File: config.mk
export PLATFORM = sky130hd
export DESIGN_NAME = seg_scan_decoder
export DESIGN_NICKNAME = d
export VERILOG_FILES = /design/src/rtl/seg_scan_decoder_pkg.sv /design/src/rtl/seg_scan_decoder_decode.sv /design/src/rtl/seg_scan_decoder.sv
export SDC_FILE = /design/constraint.sdc
export NUM_CORES = 1
export LEC_CHECK = 0
export CAP_MARGIN = 25
export CORE_MARGIN = 4
export CORE_UTILIZATION = 55
export CTS_CLUSTER_SIZE = 24
export DETAILED_ROUTE_END_ITERATION = 7
export HOLD_SLACK_MARGIN = 0.15
export PLACE_DENSITY_LB_ADDON = 0.1
export SLEW_MARGIN = 5
export SYNTH_ARGS = -nofsm -noshare
export SYNTH_HDL_FRONTEND = slang
export SYNTH_SLANG_ARGS = --single-unit
File: constraint.sdc
create_clock -name clk -period 4.2 [get_ports clk]
set_clock_uncertainty 0.15 [all_clocks]
set_input_delay 0.84 -clock clk [delete_from_list [all_inputs] [get_ports clk]]
set_output_delay 0.84 -clock clk [all_outputs]
set_load 0.1 [all_outputs]
File: src/rtl/seg_scan_decoder_pkg.sv
// Shared seven-segment constants, scan FSM states and decode result kinds.
// Patterns are {a,b,c,d,e,f,g}, active low, bit 6 = a.
package seg_scan_decoder_pkg;

   typedef enum logic [1:0] {IDLE, TRACK, HOLD} scan_state_t;
   typedef enum logic [1:0] {HEX, BLANK, BAD} seg_kind_t;

   localparam int CNT_W = 8;

   localparam logic [6:0] SEG_BLANK = 7'b1111111;

   localparam logic [6:0] SEG_HEX [16] = '{
      7'b0000001, 7'b1001111, 7'b0010010, 7'b0000110,
      7'b1001100, 7'b0100100, 7'b0100000, 7'b0001111,
      7'b0000000, 7'b0000100, 7'b0001000, 7'b1100000,
      7'b0110001, 7'b1000010, 7'b0110000, 7'b0111000
   };

   // Encoder side of the same table, so encoder and decoder cannot diverge.
   function automatic logic [6:0] seg_encode(input logic [3:0] nib);
      return SEG_HEX[nib];
   endfunction

endpackage

File: src/rtl/seg_scan_decoder_decode.sv
// Combinational inverse of the hex-to-segment table: seg_n -> {kind, value}.
module seg_pattern_decode
   import seg_scan_decoder_pkg::*;
(
   input  logic [6:0] seg_n,
   output logic [1:0] kind,
   output logic [3:0] val
);

   always_comb begin
      kind = BAD;
      val  = 4'd0;
      if (seg_n == SEG_BLANK) begin
         kind = BLANK;
      end else begin
         for (int i = 0; i < 16; i++) begin
            if (seg_n == SEG_HEX[i]) begin
               kind = HEX;
               val  = 4'(i);
            end
         end
      end
   end

endmodule

File: src/rtl/seg_scan_decoder.sv
// Multiplexed seven-segment bus monitor: recovers per-digit hex values.
// Optional decimal-point capture is enabled by defining SEG_SCAN_DP_EN.
//
// state | meaning
// IDLE  | sample has no anode or several anodes low; counter held at 0
// TRACK | counting consecutive identical one-hot samples
// HOLD  | captured; waiting for the sample to change
module seg_scan_decoder
   import seg_scan_decoder_pkg::*;
#(
   parameter int NUM_DIGITS    = 4,
   parameter int STABLE_CYCLES = 3
) (
   input  logic                    clk,
   input  logic                    rst,
   input  logic [6:0]              seg_n,
   input  logic [NUM_DIGITS-1:0]   an_n,
   input  logic                    clear,
`ifdef SEG_SCAN_DP_EN
   input  logic                    dp_n,
   output logic [NUM_DIGITS-1:0]   dp,
`endif
   output logic [4*NUM_DIGITS-1:0] value,
   output logic [NUM_DIGITS-1:0]   digit_valid,
   output logic [NUM_DIGITS-1:0]   bad_pattern,
   output logic                    frame_done
);

   logic [6:0]            seg_q, seg_p;
   logic [NUM_DIGITS-1:0] an_q, an_p;
   logic [NUM_DIGITS-1:0] sel;
   logic [NUM_DIGITS-1:0] seen;
   logic                  same, onehot, capture;
   scan_state_t           state, state_nxt;
   logic [CNT_W-1:0]      cnt, cnt_nxt;
   logic [1:0]            kind_raw;
   seg_kind_t             dec_kind;
   logic [3:0]            dec_val;

`ifdef SEG_SCAN_DP_EN
   logic dp_q, dp_p;

   always_ff @(posedge clk or posedge rst) begin
      if (rst) begin
         dp_q <= 1'b1;
         dp_p <= 1'b1;
      end else begin
         dp_q <= dp_n;
         dp_p <= dp_q;
      end
   end

   assign same = (seg_q == seg_p) && (an_q == an_p) && (dp_q == dp_p);
`else
   assign same = (seg_q == seg_p) && (an_q == an_p);
`endif

   // Second stage holds the previous sample for the stability compare.
   always_ff @(posedge clk or posedge rst) begin
      if (rst) begin
         seg_q <= '1;
         an_q  <= '1;
         seg_p <= '1;
         an_p  <= '1;
      end else begin
         seg_q <= seg_n;
         an_q  <= an_n;
         seg_p <= seg_q;
         an_p  <= an_q;
      end
   end

   assign sel    = ~an_q;
   assign onehot = $onehot(sel);

   seg_pattern_decode u_decode (
      .seg_n (seg_q),
      .kind  (kind_raw),
      .val   (dec_val)
   );

   assign dec_kind = seg_kind_t'(kind_raw);

   always_ff @(posedge clk or posedge rst) begin
      if (rst) begin
         state <= IDLE;
         cnt   <= '0;
      end else begin
         state <= state_nxt;
         cnt   <= cnt_nxt;
      end
   end

   always_comb begin
      state_nxt = state;
      cnt_nxt   = cnt;
      unique case (state)
         IDLE: begin
            state_nxt = onehot ? TRACK : IDLE;
            cnt_nxt   = onehot ? CNT_W'(1) : '0;
         end
         TRACK, HOLD: begin
            if (same) begin
               cnt_nxt = (state == TRACK) ? cnt + CNT_W'(1) : '0;
            end else begin
               state_nxt = onehot ? TRACK : IDLE;
               cnt_nxt   = onehot ? CNT_W'(1) : '0;
            end
         end
         default: begin
            state_nxt = IDLE;
            cnt_nxt   = '0;
         end
      endcase
      // Counter only ever equals STABLE_CYCLES on the capture edge.
      if (state_nxt == TRACK && cnt_nxt == CNT_W'(STABLE_CYCLES))
         state_nxt = HOLD;
      if (clear) begin
         state_nxt = IDLE;
         cnt_nxt   = '0;
      end
   end

   always_comb begin
      capture = (state_nxt == HOLD) && (cnt_nxt == CNT_W'(STABLE_CYCLES));
   end

   always_ff @(posedge clk or posedge rst) begin
      if (rst) begin
         value       <= '0;
         digit_valid <= '0;
         bad_pattern <= '0;
         seen        <= '0;
         frame_done  <= 1'b0;
`ifdef SEG_SCAN_DP_EN
         dp          <= '0;
`endif
      end else if (clear) begin
         value       <= '0;
         digit_valid <= '0;
         bad_pattern <= '0;
         seen        <= '0;
         frame_done  <= 1'b0;
`ifdef SEG_SCAN_DP_EN
         dp          <= '0;
`endif
      end else begin
         frame_done <= 1'b0;
         if (capture) begin
            for (int i = 0; i < NUM_DIGITS; i++) begin
               if (sel[i]) begin
`ifdef SEG_SCAN_DP_EN
                  dp[i] <= ~dp_q;
`endif
                  case (dec_kind)
                     HEX: begin
                        value[4*i +: 4] <= dec_val;
                        digit_valid[i]  <= 1'b1;
                     end
                     BLANK: begin
                        value[4*i +: 4] <= 4'd0;
                        digit_valid[i]  <= 1'b0;
                     end
                     default: bad_pattern[i] <= 1'b1;
                  endcase
               end
            end
            if (&(seen | sel)) begin
               frame_done <= 1'b1;
               seen       <= '0;
            end else begin
               seen <= seen | sel;
            end
         end
      end
   end

endmodule

==> impl_metrics.yaml, run 1 <==
power:
  power_uw: 1240
  power_density_mw_per_mm2: 336
  ir_drop_v: 0.000242
  total_leakage_power_uw: 0.00158
timing:
  tightest_slew_ps: 993
  report.final.slew_viol_count: 0
  setup_violations: 0
  timing.final.crit_share_pct: 91.5
  period_needed_ps: 3840
  setup_ws_ps: 355
  fin_setup_tns_ps: 0
  slew_headroom_pct: 33.6
  hold_violations: 0
  fin_hold_ws_ps: 235
  max_freq_mhz: 260
  rsz0062_at_grt: "false"
logic_synthesis:
  synthCells: 291
  synth-adder-area-share_pct: 3.12
  yosys.area_share.simple_pct: 20.3
  synthMuxAreaShare_pct: 5.99
  seq_area_frac_synth_pct: 50.9
  synthArstFlopShare_pct: 100
  syn-num-nets: 312
  ys_seq_elements: 61
  synth_edf_count: 0
  synth_compound_area_share_pct: 10.7
  syn_avg_cell_area_um2: 10.5
  netlist_area_mm2: 0.00305
  yosysWarnings: 0
  synth_top_family_by_area: "simple AND/OR/NAND/NOR gates"
  ys.flop_type: "dfrtp_1"
  synth-xor-area-share_pct: 4.88
  synth.distinct_cells: 53
clocking:
  cts_tree: "done"
  cts_buffers: 9
  htreeDepth: 3
  clkTransAtPathRegs_ps: 70
  clockBufferDepth: 2
  clock_latency_ps: 330
  clkSinkCount: 61
  cts-root-buf: "clkbuf_8"
routing:
  drt-total-wl_um: 6450
  wl_per_cell_um: 15.8
  viasPerCell: 5.77
  antenna_left: 0
  drc: 0
  drt_iter0_markers: 128
  vias: 2355
  dr.pass1.iters: 5
placed_design:
  io_buffers: 38
  dp_hpwl_um: 4720
  dp_slack_ps: 292
  finalWeightedCongestion: 0.922
floorplan:
  dieArea_mm2: 0.00680
  start_util_pct: 58.3
  die_y_um: 82.5
  die_w_um: 82.5
  rows: 26
  ios: 39
  core_mm2: 0.00524
finish:
  nets: 354
  layout_common_cells: "dfrtp_1 (39), clkdlybuf4s50_1 (38), nand2_1 (28)"
  final_util_pct: 70.7
  drive_gt1_share_pct: 15.7
  n_fill_cell: 403
  syn2layout_area_growth_pct: 21.4
  diodes: 0
  final_common_cell: "dfrtp_1"
job:
  maxCapViolCount: 0
setup_path:
  rrSetupSlack_ps: 360
  worstSetupPathType: "flop to flop"
  arrival_ps: 3900
  reg2reg_depth: 11
  timing.rr.end: "digit_valid[1]"
  start_kind: "flop"
  end_kind: "flop"
  path_max_fanout: 6
  required_ps: 4260
  r2r_start: "an_q[3]"
grt:
  grt_pass1_vias: 2232
  grt_pass1_wl_um: 10900
  grt_overflow: 0
  grt_max_degree: 32
  grt_usage_pct: 21.5
  antenna_found_initial: 0
min_path:
  hold_depth: 0
  holdPathEnd: "an_p[2]"
  hold_start: "an_q[2]"
  hp-class: "flop to flop"
outcome:
  status: "finished, final reports clean"
-- per-layer routing --
layer	GRT usage, %	wire, um
met1	29.5	2860
met2	33.3	3190
met3	4.66	338
met5	0	0
met4	8.17	71
-- stage by stage --
step | instance area, um^2 | instances
after floorplan | 3050 | 291
after global placement | 3500 | 392
after detailed placement | 3500 | 392
after CTS | 3700 | 408
after global routing | 3700 | 408
final | 3700 | 408
-- critical path, stage by stage (launching register included) --
cell and delay (ps):
dfstp_2 600, fa_1 430, inv_1 70, ha_1 130
ha_1 220, nor3b_1 250, and2_1 180, a21boi_0 370
a311oi_2 170, o32ai_2 390, and4_1 410, mux2_1 350
-- Yosys cell counts, drive strengths merged, types with 7 or more instances --
cell type | n | area, um^2
xnor2 | 11 | 96.3
nand4 | 7 | 50.1
nand2 | 28 | 105
inv | 15 | 56.3
mux2i | 16 | 160
nor3 | 7 | 35.0
nor2 | 27 | 101
nand3 | 10 | 50.1
clkbuf | 8 | 30.0
dfrtp | 39 | 976
dfstp | 22 | 578
o21ai | 7 | 35.0
-- where the power goes --
part	switching [uW]	internal, uW
Clock	213	283
Sequential	21.9	611
Combinational	64.8	50.7
-- logic make-up after synthesis --
family,count (synthesis)
DFF,61
muxes,18
xor gates and xnor gates,17
buffers and inverters,29
adders and majority gates,7
and+or+nand+nor,117
AOI/OAI and AO/OA,42
-- final cells by class --
type,instances,area [um^2],area share [%]
sequential,61,1550,41.9
multi-input combinational,201,1380,37.3
timing repair buffer,45,433,11.7
clock buffer,15,188,5.07
tap,70,87.6,2.36
inverter,15,56.3,1.52
clock inverter,1,5.00,0.135
-- repair_timing --
item	in CTS	in global routing
endpoints found under the setup margin	0	6
setup buffers	0	0
gates resized for setup	0	1
hold buffers	0	0
-- sequential cells by signal, summed over array words and instances (netlist names), 4 cells and up --
signal       cells
value           16
cnt              8
seg_p            7
seg_q            7
an_p             4
an_q             4
bad_pattern      4
digit_valid      4
seen             4
-- worst max-delay path by stage --
stage,slack (ps),to,startpoint
floorplan,650,digit_valid[1],an_q[3]
global placement,380,digit_valid[1],clear
detailed placement,290,digit_valid[1],an_q[3]
CTS,280,digit_valid[1],an_q[3]
global route,100,digit_valid[1],an_q[0]
finish,360,digit_valid[1],an_q[3]
Power figures use the tool's default switching activity.
==> inputs of run 2 (changes only) <==
--- a/config.mk
+++ b/config.mk
@@ -16,3 +16,4 @@
 export SYNTH_ARGS = -nofsm -noshare
 export SYNTH_HDL_FRONTEND = slang
 export SYNTH_SLANG_ARGS = --single-unit
+export TNS_END_PERCENT = 5
==> results of run 2 <==
Final layout, timing and power as in run 1 (identical DEF).
==> inputs of run 3 (changes only) <==
--- a/config.mk
+++ b/config.mk
@@ -16,4 +16,4 @@
 export SYNTH_ARGS = -nofsm -noshare
 export SYNTH_HDL_FRONTEND = slang
 export SYNTH_SLANG_ARGS = --single-unit
-export TNS_END_PERCENT = 5
+export TNS_END_PERCENT = 1
==> results of run 3 <==
Final layout, timing and power as in run 1 (identical DEF).
